$ cat src/rtl/fetch_stage.sv
// Instruction-fetch stage: owns the fetch PC, keeps one request in flight
// to instruction memory, and holds the IF/ID register feeding decode.
module fetch_stage #(
  parameter logic [31:0] RESET_PC = 32'h0000_0000,
  parameter logic [31:0] PC_INC   = 32'd1
) (
  input  logic        clk,
  input  logic        rst,            // asynchronous, active low
  output logic        imem_req,
  output logic [31:0] imem_addr,
  input  logic        imem_gnt,
  input  logic        imem_rvalid,
  input  logic [31:0] imem_rdata,
  input  logic        id_stall,
  input  logic [1:0]  pc_src,
  input  logic [23:0] jump_imm,
  input  logic [31:0] branch_target,
  output logic        if_valid,
  output logic [31:0] Instruction,
  output logic [31:0] PC_Reg,
  output logic [31:0] PC_Next,
  output logic        halted
);

  typedef enum logic [1:0] {IDLE, REQ, WAIT, HALT} state_e;

  state_e      state_q, state_d;
  logic [31:0] fpc_q, fpc_d;         // next address to request
  logic [31:0] req_pc_q, req_pc_d;   // address of the request in flight
  logic        kill_q, kill_d;       // in-flight response belongs to a stale path
  logic        buf_vld_q, buf_vld_d;
  logic [31:0] buf_ins_q, buf_ins_d;
  logic [31:0] buf_pc_q, buf_pc_d;
  logic        ifv_q, ifv_d;
  logic [31:0] ins_q, ins_d;
  logic [31:0] pc_reg_q, pc_reg_d;
  logic [31:0] pc_nxt_q, pc_nxt_d;

  logic        gnt_acc, rsp, redirect, drop, deliver, slot_free;
  logic [31:0] target;

  // Handshake qualification, redirect decode and response classification
  always_comb begin
    imem_req  = (state_q == REQ) && !buf_vld_q;
    gnt_acc   = imem_req && imem_gnt;
    rsp       = (state_q == WAIT) && imem_rvalid;
    redirect  = ifv_q && !id_stall && pc_src[1] && (state_q != HALT);
    target    = (pc_src == 2'b10) ? {pc_reg_q[31:24], jump_imm} : branch_target;
    drop      = rsp && (kill_q || redirect);
    deliver   = rsp && !drop;
    slot_free = !ifv_q || !id_stall;
  end

  // Next-state logic: a delivered stop word freezes fetch for good
  always_comb begin
    state_d = state_q;
    case (state_q)
      IDLE: state_d = REQ;
      REQ:  if (gnt_acc) state_d = WAIT;
      WAIT: if (rsp) state_d = (deliver && imem_rdata[31]) ? HALT : REQ;
      HALT: state_d = HALT;
      default: state_d = IDLE;
    endcase
  end

  // Fetch PC, kill flag, skid buffer and IF/ID next values
  always_comb begin
    fpc_d     = fpc_q;
    req_pc_d  = req_pc_q;
    kill_d    = kill_q;
    buf_vld_d = buf_vld_q;
    buf_ins_d = buf_ins_q;
    buf_pc_d  = buf_pc_q;
    ifv_d     = ifv_q;
    ins_d     = ins_q;
    pc_reg_d  = pc_reg_q;
    pc_nxt_d  = pc_nxt_q;

    if (gnt_acc) begin
      req_pc_d = fpc_q;
      fpc_d    = fpc_q + PC_INC;
    end
    if (redirect) fpc_d = target;

    // A response always retires the kill; a redirect with nothing yet
    // returned marks whatever is still in flight as stale.
    if (rsp) kill_d = 1'b0;
    if (redirect && ((state_q == WAIT && !rsp) || gnt_acc)) kill_d = 1'b1;

    if (redirect) begin
      ifv_d     = 1'b0;
      buf_vld_d = 1'b0;
    end else if (buf_vld_q && !id_stall) begin
      ifv_d     = 1'b1;
      ins_d     = buf_ins_q;
      pc_reg_d  = buf_pc_q;
      pc_nxt_d  = buf_pc_q + PC_INC;
      buf_vld_d = 1'b0;
    end else if (deliver && slot_free) begin
      ifv_d    = 1'b1;
      ins_d    = imem_rdata;
      pc_reg_d = req_pc_q;
      pc_nxt_d = req_pc_q + PC_INC;
    end else if (deliver) begin
      buf_vld_d = 1'b1;
      buf_ins_d = imem_rdata;
      buf_pc_d  = req_pc_q;
    end else if (!id_stall) begin
      ifv_d = 1'b0;
    end
  end

  // State registers
  always_ff @(posedge clk or negedge rst) begin
    if (!rst) begin
      state_q   <= IDLE;
      fpc_q     <= RESET_PC;
      req_pc_q  <= '0;
      kill_q    <= 1'b0;
      buf_vld_q <= 1'b0;
      buf_ins_q <= '0;
      buf_pc_q  <= '0;
      ifv_q     <= 1'b0;
      ins_q     <= '0;
      pc_reg_q  <= '0;
      pc_nxt_q  <= '0;
    end else begin
      state_q   <= state_d;
      fpc_q     <= fpc_d;
      req_pc_q  <= req_pc_d;
      kill_q    <= kill_d;
      buf_vld_q <= buf_vld_d;
      buf_ins_q <= buf_ins_d;
      buf_pc_q  <= buf_pc_d;
      ifv_q     <= ifv_d;
      ins_q     <= ins_d;
      pc_reg_q  <= pc_reg_d;
      pc_nxt_q  <= pc_nxt_d;
    end
  end

  assign imem_addr   = fpc_q;
  assign if_valid    = ifv_q;
  assign Instruction = ins_q;
  assign PC_Reg      = pc_reg_q;
  assign PC_Next     = pc_nxt_q;
  assign halted      = (state_q == HALT);

endmodule

$ cat config.mk
export PLATFORM = sky130hd
export DESIGN_NAME = fetch_stage
export DESIGN_NICKNAME = d
export VERILOG_FILES = /design/src/rtl/fetch_stage.sv
export SDC_FILE = /design/constraint.sdc
export NUM_CORES = 1
export LEC_CHECK = 0
export ABC_AREA = 1
export ABC_CLOCK_PERIOD_IN_PS = 5150
export BUFFER_PORTS_ARGS = -buffer_cell sky130_fd_sc_hd__buf_2
export CAP_MARGIN = 25
export CELL_PAD_IN_SITES_DETAIL_PLACEMENT = 1
export CELL_PAD_IN_SITES_GLOBAL_PLACEMENT = 1
export CORE_MARGIN = 3
export CORE_UTILIZATION = 44
export CTS_CLUSTER_SIZE = 14
export DETAILED_ROUTE_END_ITERATION = 6
export PLACE_DENSITY = 0.86
export SLEW_MARGIN = 40
export SYNTH_ARGS = -nofsm -noshare
export SYNTH_HDL_FRONTEND = slang
export SYNTH_SLANG_ARGS = --single-unit
$ cat constraint.sdc
create_clock -name clk -period 5.15 [get_ports clk]
set_input_delay 0.7725 -clock clk [delete_from_list [all_inputs] [get_ports clk]]
set_output_delay 0.7725 -clock clk [all_outputs]
set_load 0.01 [all_outputs]
Word-level counts from Yosys, hierarchy flattened. Index checks and enable logic that the tools add are counted. Widths: inputs -> output; s select.

Bits in read-only memories: 0. Bits in writable memories: 0. Logic and storage cells: 82. Latch bits: 0. Flip-flop bits (word level): 229. Memories: 0.

Add/subtract/negate cells: 3. Reductions and logical operators: 31. Shift operators: 0. Multipliers: 0. Order comparisons: 0. Mux-type cells: 24. Divide/modulo/power cells: 0. Bitwise gates (word level): 3. Equality and inequality tests: 10.

Operators by type and width (number): $mux 32 (9); $add 32x1->32 const B (3); $logic_and 1x1->1 (13); $mux 1 (11); $pmux 2 s4 (1); $reduce_and 2->1 (4); $eq 2x2->1 const B (3); $mux 2 (3); $ne 2x2->1 const B (3); $reduce_bool 2->1 (3); $logic_not 1->1 (5); $ne 4x1->1 const B (1); $ne 4x2->1 const B (1); $reduce_and 4->1 (1); $logic_or 1x1->1 (3); $ne 3x3->1 const B (1); $not 1->1 (3); $reduce_bool 3->1 (1); $eq 2x1->1 const B (1); $logic_not 2->1 (1).

Longest topological paths before layout. Gate-level depths: netlist (run 1).

Word-level depth: 12. Mapped depth: 15. Gate-level depth less buffers: 13.

Worst setup path before layout (run 1). Ideal clock, no wire load.

Path type: input -> register. Start point: input id_stall. End point: register pc_nxt_q[20] (netlist: PC_Next[20]). Path slack: 2854 ps. Data required time: 5033 ps. Path buffers: 1. Cell stages on the path: 12. Data arrival time: 2179 ps. Cell sequence: nor2_4 -> buf_6 -> nand2_1 -> o21ai_1 -> ha_1 -> nand3_1 -> nor2_2 -> nand2_1 -> nor2_2 -> nand3_1 -> nand3_1 -> nand2_1.

Longest elaborated chain between the ends: 11. Elaborated cells on any way between the ends: 15. Classes of those cells: 1 x mux; 1 x bitwise; 13 x reduce/logical.

Ends and longest elaborated chain: from (decl) (line 14) `input logic id_stall,`; $logic_not 1->1 (*); $logic_and 1x1->1 (3 in series) (line 47) `redirect = ifv_q && !id_stall && pc_src[1] && (state_q != HALT);`; $logic_or 1x1->1 (line 49) `drop = rsp && (kill_q || redirect);`; $logic_and 1x1->1 (line 49); $logic_not 1->1 (line 50) `deliver = rsp && !drop;`; $logic_and 1x1->1 (line 50); $logic_and 1x1->1 (line 99) `end else if (deliver && slot_free) begin`; $reduce_bool 2->1 (no line); $reduce_and 2->1 (no line); to (signal assigned) (line 138) `pc_nxt_q <= pc_nxt_d;`; to (decl) (line 37) `logic [31:0] pc_nxt_q, pc_nxt_d;`.

Mark *: on every way between the ends. The rest lies on a longest branch, timed or not. A chain may end at the register's enable or synchronous reset.

Worst setup path in the final report (run 1).
Start point: register buf_vld_q. End point: register pc_nxt_q[20] (netlist: PC_Next[20]).

Longest elaborated chain between the ends: 3. Elaborated cells on any way between the ends: 4. Classes of those cells: 1 x mux; 3 x reduce/logical.

Ends and longest elaborated chain: from (decl) (line 31) `logic buf_vld_q, buf_vld_d;`; from (signal assigned) (line 132) `buf_vld_q <= buf_vld_d;`; $logic_and 1x1->1 (*) (line 93) `end else if (buf_vld_q && !id_stall) begin`; $reduce_bool 2->1 (no line); $reduce_and 2->1 (no line).

Marks and branches as above.

==> results.md, run 1 <==
* Status: finished clean
* Antenna violations before repair at 1
* Fraction of the yosys area taken by sequential cells at 48.6%
* Final clock skew at 12.7 ps
* Post-synthesis average cell area at 7.81 um2
* Total clock buffers created by CTS at 26
* Number of antenna-violating nets in the routed design at 0
* Final net count at 1805
* GR Util All Layers at 27.4%
* Width of the die at 170 um
* Post-detailed-route via-to-cell ratio at 5.40
* Worst-Skew Late Latency at 530 ps
* Area after DPL at 13200 um2
* Total of fill cells in the finished design at 3267
* First-pass GRT wire length at 63.8 mm
* Maximum frequency from static timing analysis at 317 MHz
* Number of buffers inserted by port buffering at 225
* Post-synthesis instance total at 1511
* Most used DFF post-synth: sky130_fd_sc_hd__dfrtp_1
* Post-detailed-route wirelength per cell at 19.1 um
* Post-CTS repair timing setup buffer count at 0
* Boundary Pins at 226
* Number of flops mapped to enable cells by yosys at 0
* Top post-synthesis cells by area: sky130_fd_sc_hd__dfrtp_1 49%, sky130_fd_sc_hd__nand2_1 15%, sky130_fd_sc_hd__nor2_1 5.3%
* Count of hold-fix buffers inserted at cts at 0
* Number of detailed-route iterations in the first pass at 5
* Type of the worst min-delay path: primary input to asynchronous set/reset pin
* Post-synth net total at 1608
* Post-layout instance area at 14200 um2
* Maximum fanout count along the critical path at 19
* Start-to-end type of the worst setup path: flop to flop
* Share of the synthesized area in the top cell type at 48.6%
* Die boundary height at 170 um
* Drt total wl at 39.4 mm
* Final hold viol count at 0
* Top cells by instance count after synthesis: 464 x sky130_fd_sc_hd__nand2_1, 229 x sky130_fd_sc_hd__dfrtp_1, 167 x sky130_fd_sc_hd__nor2_1, 126 x sky130_fd_sc_hd__inv_1, 114 x sky130_fd_sc_hd__o21ai_0
* Worst Setup End Kind: flop
* TNS Setup at 0 ps
* Buffers from clock root to sink, at most at 3
* RSZ-0062 raised after global routing: no
* Die outline area at 28800 um2
* Fraction of final layout cells sized beyond drive strength 1 at 22.2%
* Fraction of the cycle the final worst path needs at 61.2%
* Power density normalized to cell area at 623 nW/um2
* Final weighted congestion of routability-driven global placement at 0.946
* Cell type with the largest total area after synthesis: sky130_fd_sc_hd__dfrtp_1
* Number of pins with negative max-slew slack in the final report at 0
* Initial DRC Count at 815
* Leak pwr at 7.17 nW
* CP top delay family: simple AND/OR/NAND/NOR gates
* CP arrival at 3560 ps
* Post-Synthesis Cell Area at 11800 um2
* Number of register bits inferred by synthesis at 229
* Post-synthesis cell type count at 44
* Clock tree from TritonCTS: yes
* Max_slew headroom at 49.1%
* CP startpoint kind: flop
* DRC violation count after routing at 0
* Post-CTS resize count at 0
* Number of setup violations in the final report at 0
* # Max-Cap Violations at 0
* Area Overhead vs Synth at 20.6%
* Worst EP required at 5560 ps
* Overflow after GRT at 0
* Total number of vias at 11100
* VDD IR max at 0.271 mV
* Number of buffers and inverters on the critical path at 1
* Pin count of the biggest net entering global routing at 98
* Starting density of the core at 45.0%
* Total core area at 26200 um2
* H-tree levels at 1
* Share of synthesized registers carrying an async set or reset at 100%
* CTS clock-pin slew for the worst setup and hold paths at 60 ps
* Top-count cell post-synth: sky130_fd_sc_hd__nand2_1
* Number of warnings printed during yosys synthesis at 0
* Total power consumption of the routed design at 8.87 mW
* Root buffer cell: sky130_fd_sc_hd__clkbuf_16
* Post-route core utilization at 54.3%
* Sink count of the clock tree at 229
* Post-layout min period at 3150 ps
* Max incr delay on CP at 840 ps
* Slowest-stage cell, CP: sky130_fd_sc_hd__dfrtp_1
* Via count of the first global-routing pass at 11800
* Cell-by-cell trace of the critical path: inv_2, nor2_4, nand2_1, o21ai_1, ha_1, nand3_1, nor2_2, nand2_1, nor2_2, nand3_1, nand3_1, nand2_1
* Transition time of the tightest slew-check pin at 763 ps
* Cell row count at 59
* Estimated wirelength of the detail-placed design at 28.3 mm
[logic make-up after synthesis]
logic type               Yosys count  synth area share, %
XOR/XNOR                          15                 1.11
AO/OA/AOI/OAI                    233                 11.1
AND/OR/NAND/NOR                  777                 27.1
adder cells (fa/ha/maj)            2                0.212
multiplexers                      49                 4.67
buffers and inverters            206                 7.24
flip-flops                       229                 48.6
[registers in the layout (all words and copies together), names as in the netlist]
register / cells
Instruction: 32
PC_Next: 32
PC_Reg: 32
buf_ins_q: 32
buf_pc_q: 32
buf_vld_q: 1
if_valid: 1
imem_addr: 32
kill_q: 1
req_pc_q: 32
state_q: 2
[through the flow]
stage | worst slack (ps) | std cells | hold WS [ps]
after floorplan | 2850 | 1511 | 448
after global placement | 1620 | 2012 | 459
after detailed placement | 1540 | 2014 | 470
after CTS | 1630 | 2060 | 45.5
after global routing | 1690 | 2062 | 39.3
final | 2000 | 2062 | 57.3
[cells in the final DEF (no fill, tap or decap), types with 27 or more instances in the layout]
cell type / count
sky130_fd_sc_hd__o21ai_0: 114
sky130_fd_sc_hd__a21oi_1: 34
sky130_fd_sc_hd__buf_2: 224
sky130_fd_sc_hd__nor2_1: 167
sky130_fd_sc_hd__nand2_1: 462
sky130_fd_sc_hd__dfrtp_1: 229
sky130_fd_sc_hd__mux2_2: 48
sky130_fd_sc_hd__inv_1: 126
sky130_fd_sc_hd__clkbuf_16: 27
sky130_fd_sc_hd__a31oi_1: 39
sky130_fd_sc_hd__nand3_1: 81
[layer usage]
| metal | routed length [um] | share of wire (%) | global-route usage [%] |
|---|---|---|---|
| met4 | 522 | 1.3 | 4.59 |
| met2 | 18900 | 48 | 46.1 |
| met1 | 17800 | 45 | 38.7 |
| met3 | 2140 | 5.4 | 3.91 |
| met5 | 0 | 0 | 0 |
[report_power, final]
part	switching, mW	leakage [nW]	total [mW]	internal [mW]
logic	2.31	3.88	3.50	1.20
clock network	0.769	0.498	2.17	1.40
registers	0.653	2.79	3.19	2.54
total	3.73	7.17	8.87	5.14
[cell type report]
type / instances / area (um2) / area share, %
inverters: 136 / 510 / 3.59
multi-input cells: 1076 / 5240 / 36.8
well taps: 335 / 419 / 2.94
repair buffers: 239 / 1320 / 9.26
clock buffers: 36 / 779 / 5.48
diodes: 1 / 2.50 / 0.0176
clock inverters: 10 / 231 / 1.63
flip-flops and latches: 229 / 5730 / 40.3
[final timing paths]
kind / cells past startpoint / endpoint / slack, ps / from
worst min-delay path: 1 / Instruction[7] / 60 / rst
worst min register to register: 2 / PC_Reg[8] / 480 / PC_Reg[8]
worst max register to register: 12 / PC_Next[20] / 2000 / buf_vld_q
max in group asynchronous: 4 / buf_pc_q[1] / 3720 / rst
min in group clk: 2 / PC_Reg[8] / 480 / PC_Reg[8]
worst max-delay path: 12 / PC_Next[20] / 2000 / buf_vld_q
No activity file was read; power rests on OpenSTA's default activity.
==> run 2, diff against run 1 <==
--- a/config.mk
+++ b/config.mk
@@ -6,16 +6,16 @@
 export NUM_CORES = 1
 export LEC_CHECK = 0
 export ABC_AREA = 1
-export ABC_CLOCK_PERIOD_IN_PS = 5150
+export ABC_CLOCK_PERIOD_IN_PS = 2980
 export BUFFER_PORTS_ARGS = -buffer_cell sky130_fd_sc_hd__buf_2
 export CAP_MARGIN = 25
 export CELL_PAD_IN_SITES_DETAIL_PLACEMENT = 1
 export CELL_PAD_IN_SITES_GLOBAL_PLACEMENT = 1
 export CORE_MARGIN = 3
-export CORE_UTILIZATION = 44
+export CORE_UTILIZATION = 41
 export CTS_CLUSTER_SIZE = 14
 export DETAILED_ROUTE_END_ITERATION = 6
-export PLACE_DENSITY = 0.86
+export PLACE_DENSITY = 0.81
 export SLEW_MARGIN = 40
 export SYNTH_ARGS = -nofsm -noshare
 export SYNTH_HDL_FRONTEND = slang
==> constraint.sdc (replaced) <==
create_clock -name clk -period 2.98 [get_ports clk]
set_input_delay 0.447 -clock clk [delete_from_list [all_inputs] [get_ports clk]]
set_output_delay 0.447 -clock clk [all_outputs]
set_load 0.01 [all_outputs]
==> run 2 against run 1 <==
Against the previous run:
- cell count increased by 3.2%
- cell area increased by 0.86%
- register-to-register slack got worse by 1400 ps
- critical path depth decreased by 2
- flip-flop and latch count unchanged
- sequential power increased by 70%
- total power increased by 71%
- non-clock buffer count increased by 21
- hold slack improved by 110 ps
- clock skew increased by 14 ps
- maximum frequency increased by 32%
- critical path type unchanged
==> results.md, run 2 (synthesis gave the netlist of run 1 again) <==
* GR Util All Layers at 24.8%
* Sink count of the clock tree at 229
* Fraction of final layout cells sized beyond drive strength 1 at 23.0%
* Worst-Skew Late Latency at 540 ps
* Worst EP required at 3410 ps
* RSZ-0062 raised after global routing: no
* Boundary Pins at 226
* CP startpoint kind: flop
* Width of the die at 176 um
* DRC violation count after routing at 0
* Worst Setup End Kind: flop
* Number of buffers inserted by port buffering at 225
* Transition time of the tightest slew-check pin at 731 ps
* Total of fill cells in the finished design at 3540
* CP top delay family: buffers and inverters
* Post-CTS repair timing setup buffer count at 0
* Max incr delay on CP at 430 ps
* Power density normalized to cell area at 1050 nW/um2
* Area Overhead vs Synth at 21.7%
* CTS clock-pin slew for the worst setup and hold paths at 60 ps
* Number of pins with negative max-slew slack in the final report at 0
* Total number of vias at 11000
* H-tree levels at 1
* TNS Setup at 0 ps
* Final clock skew at 27.0 ps
* Cell row count at 61
* Total core area at 28100 um2
* Clock tree from TritonCTS: yes
* Root buffer cell: sky130_fd_sc_hd__clkbuf_16
* Maximum frequency from static timing analysis at 419 MHz
* Final hold viol count at 0
* Final net count at 1826
* Post-route core utilization at 51.1%
* Antenna violations before repair at 1
* Starting density of the core at 42.0%
* # Max-Cap Violations at 0
* Initial DRC Count at 746
* Slowest-stage cell, CP: sky130_fd_sc_hd__inv_2
* Worst hold slack across all endpoints at 171 ps
* Post-layout instance area at 14400 um2
* Pin count of the biggest net entering global routing at 93
* Area after DPL at 13400 um2
* Type of the worst min-delay path: primary input to flop
* CP arrival at 2820 ps
* Leak pwr at 7.25 nW
* Post-layout min period at 2390 ps
* Post-detailed-route wirelength per cell at 18.1 um
* Max_slew headroom at 51.2%
* Via count of the first global-routing pass at 11500
* Number of buffers and inverters on the critical path at 3
* Most common library cell in the layout ignoring fill and taps: sky130_fd_sc_hd__nand2_1
* Post-detailed-route via-to-cell ratio at 5.18
* Estimated wirelength of the detail-placed design at 28.4 mm
* Maximum fanout count along the critical path at 64
* Total clock buffers created by CTS at 26
* Status: finished clean
* VDD IR max at 0.447 mV
* Number of antenna-violating nets in the routed design at 0
* First-pass GRT wire length at 61.9 mm
* Number of setup violations in the final report at 0
* Fraction of the cycle the final worst path needs at 80.2%
* Die outline area at 30900 um2
* Buffers from clock root to sink, at most at 3
* Die boundary height at 176 um
* Commonest cells after routing, fill and taps aside: 463 x sky130_fd_sc_hd__nand2_1, 229 x sky130_fd_sc_hd__dfrtp_1, 224 x sky130_fd_sc_hd__buf_2, 167 x sky130_fd_sc_hd__nor2_1, 126 x sky130_fd_sc_hd__inv_1
* Overflow after GRT at 0
* Drt total wl at 38.4 mm
* Number of detailed-route iterations in the first pass at 5
* Start-to-end type of the worst setup path: flop to flop
* Final weighted congestion of routability-driven global placement at 0.902
* Cell-by-cell trace of the critical path: inv_1, nand3_1, nor2_1, nand2_1, nand2_1, nand3_2, inv_2, buf_12, nor2_1, a31oi_1
==> run 2: cell types whose count changed in the layout (fill, tap and decap cells not counted), moves of 2 or more <==
cell and change:
sky130_fd_sc_hd__buf_12 +4, sky130_fd_sc_hd__buf_4 +20, sky130_fd_sc_hd__clkbuf_8 -3, sky130_fd_sc_hd__clkinv_2 +3, sky130_fd_sc_hd__bufinv_16 -2, sky130_fd_sc_hd__buf_16 -3, sky130_fd_sc_hd__clkinvlp_4 +2
==> run 2: what timing repair did <==
| action | in CTS | in global routing |
|---|---|---|
| hold buffers | 1 | 0 |
| endpoints found under the hold margin | 80 | 0 |
| resized for setup | 0 | 0 |
==> run 2: routing by layer <==
metal / track usage (%) / share of wire [%]
met1: 35.0 / 46
met2: 41.0 / 47
met3: 3.37 / 5.0
met4: 5.71 / 1.7
met5: 0 / 0
==> run 2: worst paths after layout <==
kind / from / to / slack (ps) / cells past startpoint
max reg2reg: state_q[0] / Instruction[21] / 590 / 10
max: state_q[0] / Instruction[21] / 590 / 10
min in group asynchronous: rst / Instruction[6] / 540 / 2
min: imem_rdata[17] / buf_ins_q[17] / 170 / 2
min reg2reg: PC_Reg[10] / PC_Reg[10] / 480 / 2
max in group asynchronous: rst / Instruction[25] / 1580 / 3
==> run 2: cell type report <==
cell class | instances | area [um2] | share of cell area (%)
well taps | 378 | 473 | 3.29
flip-flops and latches | 229 | 5730 | 39.9
diodes | 1 | 2.50 | 0.0174
multi-input cells | 1076 | 5230 | 36.4
repair buffers | 260 | 1460 | 10.2
clock buffers | 34 | 742 | 5.17
clock inverters | 14 | 208 | 1.45
inverters | 136 | 510 | 3.56
==> run 2: power breakdown <==
group	switching, mW	internal [mW]	leakage [nW]	total, mW
sequential	1.04	4.39	2.79	5.43
combinational	4.00	2.17	3.99	6.17
clock	1.34	2.19	0.464	3.53
total	6.38	8.75	7.25	15.1
==> run 2: worst register-to-register path, delay by kind of cell (launching register included) <==
kind            cells  cell delay, ps
buf+inv             3             830
simple gates        6             830
flops               1             420
compound gates      1             210
==> run 2: through the flow <==
step / total power, mW / setup WS (ps) / std cells
floorplan: 9.03 / 971 / 1511
global placement: 11.3 / 508 / 2078
detailed placement: 11.6 / 395 / 2078
CTS: 15.2 / 601 / 2127
global route: 16.3 / 409 / 2128
finish: 15.1 / 591 / 2128
==> run 3, diff against run 2 <==
--- a/config.mk
+++ b/config.mk
@@ -6,7 +6,7 @@
 export NUM_CORES = 1
 export LEC_CHECK = 0
 export ABC_AREA = 1
-export ABC_CLOCK_PERIOD_IN_PS = 2980
+export ABC_CLOCK_PERIOD_IN_PS = 2200
 export BUFFER_PORTS_ARGS = -buffer_cell sky130_fd_sc_hd__buf_2
 export CAP_MARGIN = 25
 export CELL_PAD_IN_SITES_DETAIL_PLACEMENT = 1
==> constraint.sdc (replaced) <==
create_clock -name clk -period 2.2 [get_ports clk]
set_input_delay 0.33 -clock clk [delete_from_list [all_inputs] [get_ports clk]]
set_output_delay 0.33 -clock clk [all_outputs]
set_load 0.01 [all_outputs]
==> run 3 against run 2 <==
Against the previous run:
- hold slack got worse by 120 ps
- worst setup slack got worse by 550 ps
- largest power group unchanged
- clock skew decreased by 9.3 ps
- register-to-register slack got worse by 550 ps
- critical path type unchanged
- cell area increased by 3.7%
- flip-flop and latch count unchanged
==> results.md, run 3 (synthesis gave the netlist of run 1 again) <==
* Max_slew headroom at 61.6%
* Number of pins with negative max-slew slack in the final report at 0
* Total core area at 28100 um2
* Most common library cell in the layout ignoring fill and taps: sky130_fd_sc_hd__nand2_1
* CTS clock-pin slew for the worst setup and hold paths at 60 ps
* Number of buffers inserted by port buffering at 225
* Width of the die at 176 um
* Global-route met2 utilization at 41.9%
* VDD IR max at 0.644 mV
* Fraction of met1 tracks used by global routing at 35.1%
* Pin count of the biggest net entering global routing at 65
* Drt total wl at 39.5 mm
* Number of antenna-violating nets in the routed design at 0
* Post-detailed-route via-to-cell ratio at 5.22
* Sink count of the clock tree at 229
* Worst hold slack across all endpoints at 47.9 ps
* CP startpoint kind: flop
* Total power consumption of the routed design at 21.2 mW
* Total clock buffers created by CTS at 26
* Maximum frequency from static timing analysis at 463 MHz
* Buffers from clock root to sink, at most at 3
* Fraction of the cycle the final worst path needs at 98.1%
* TNS Setup at 0 ps
* Leak pwr at 7.51 nW
* Post-route core utilization at 53.0%
* Boundary Pins at 226
* Total number of vias at 11300
* Power density normalized to cell area at 1430 nW/um2
* Worst Setup End Kind: flop
* Estimated wirelength of the detail-placed design at 28.9 mm
* Worst EP required at 2610 ps
* Transition time of the tightest slew-check pin at 569 ps
* Fraction of final layout cells sized beyond drive strength 1 at 25.6%
* Type of the worst min-delay path: primary input to flop
* Cell row count at 61
* Number of detailed-route iterations in the first pass at 5
* Antenna violations before repair at 1
* GR Util All Layers at 25.4%
* Clock tree from TritonCTS: yes
* Overflow after GRT at 0
* Reg2reg start: buf_vld_q
* Final weighted congestion of routability-driven global placement at 0.917
* Final hold viol count at 0
* Status: finished clean
* Die outline area at 30900 um2
* Final net count at 1865
* Post-layout min period at 2160 ps
* Root buffer cell: sky130_fd_sc_hd__clkbuf_16
* Final clock skew at 17.7 ps
* Origin of the worst min-delay path: imem_rdata[17]
* H-tree levels at 1
* Maximum fanout count along the critical path at 8
* Commonest cells after routing, fill and taps aside: 458 x sky130_fd_sc_hd__nand2_1, 229 x sky130_fd_sc_hd__dfrtp_1, 224 x sky130_fd_sc_hd__buf_2, 159 x sky130_fd_sc_hd__nor2_1, 126 x sky130_fd_sc_hd__inv_1
* Met3 Resource Use GR at 3.59%
* Worst-Skew Late Latency at 540 ps
* Most used routing layer: met2
* Number of setup violations in the final report at 0
* CP arrival at 2570 ps
* Start-to-end type of the worst setup path: flop to flop
* # Max-Cap Violations at 0
* Die boundary height at 176 um
* Initial DRC Count at 663
* Via count of the first global-routing pass at 12000
* First-pass GRT wire length at 63.8 mm
* Area Overhead vs Synth at 26.2%
* DRC violation count after routing at 0
* Starting density of the core at 42.0%
* Worst setup startpoint: buf_vld_q
* Post-detailed-route wirelength per cell at 18.3 um
[run 3: through the flow]
step	setup slack (ps)	std cells	area, um2
after floorplan	191	1511	11800
after global placement	140	2113	13800
after detailed placement	70.6	2113	13800
after CTS	81.4	2161	14800
after global routing	-59.5	2166	14900
final	41.9	2166	14900
[run 3: power by group]
group	internal [mW]	switching [mW]	total, mW
clock	3.02	1.80	4.82
combinational	3.39	5.66	9.05
sequential	5.95	1.43	7.38
[run 3: timing repair]
action / CTS / global route
setup endpoints to repair: 0 / 17
hold endpoints to repair: 47 / 0
hold buffers: 1 / 0
gates resized for setup: 0 / 24
buffers inserted: 0 / 3
[run 3: worst paths after layout]
check | to | slack [ps] | cells past startpoint
max in group asynchronous | req_pc_q[8] | 1190 | 3
worst max-delay path | PC_Next[18] | 40 | 12
worst min-delay path | buf_ins_q[17] | 50 | 2
worst min register to register | PC_Reg[18] | 480 | 2
min in group asynchronous | Instruction[6] | 320 | 2
worst max register to register | PC_Next[18] | 40 | 12
[run 3: final cells by class]
class                           count  area [um2]
Fill cell                        3547       13200
Inverter                          136         510
Antenna cell                        1        2.50
Sequential cell                   229        5730
Tap cell                          378         473
Timing Repair Buffer              299        1920
Clock buffer                       36         769
Multi-Input combinational cell   1076        5310
Clock inverter                     11         186
[run 3: critical path, stage by stage, from the launching register on]
cell	delay [ps]
sky130_fd_sc_hd__dfrtp_1	400
sky130_fd_sc_hd__inv_2	70
sky130_fd_sc_hd__nor2_4	280
sky130_fd_sc_hd__nand2_1	120
sky130_fd_sc_hd__o21ai_2	90
sky130_fd_sc_hd__ha_2	200
sky130_fd_sc_hd__nand3_2	110
sky130_fd_sc_hd__nor2_4	160
sky130_fd_sc_hd__nand2_2	150
sky130_fd_sc_hd__nor2_4	160
sky130_fd_sc_hd__nand2_1	70
sky130_fd_sc_hd__o21ai_1	150
sky130_fd_sc_hd__nor2_1	80
[run 3: per-layer routing]
layer	share of wire, %	vias up
li1	-	5398
met2	47	280
met3	4.7	69
met4	2.8	0
met5	0	-
met1	45	5549
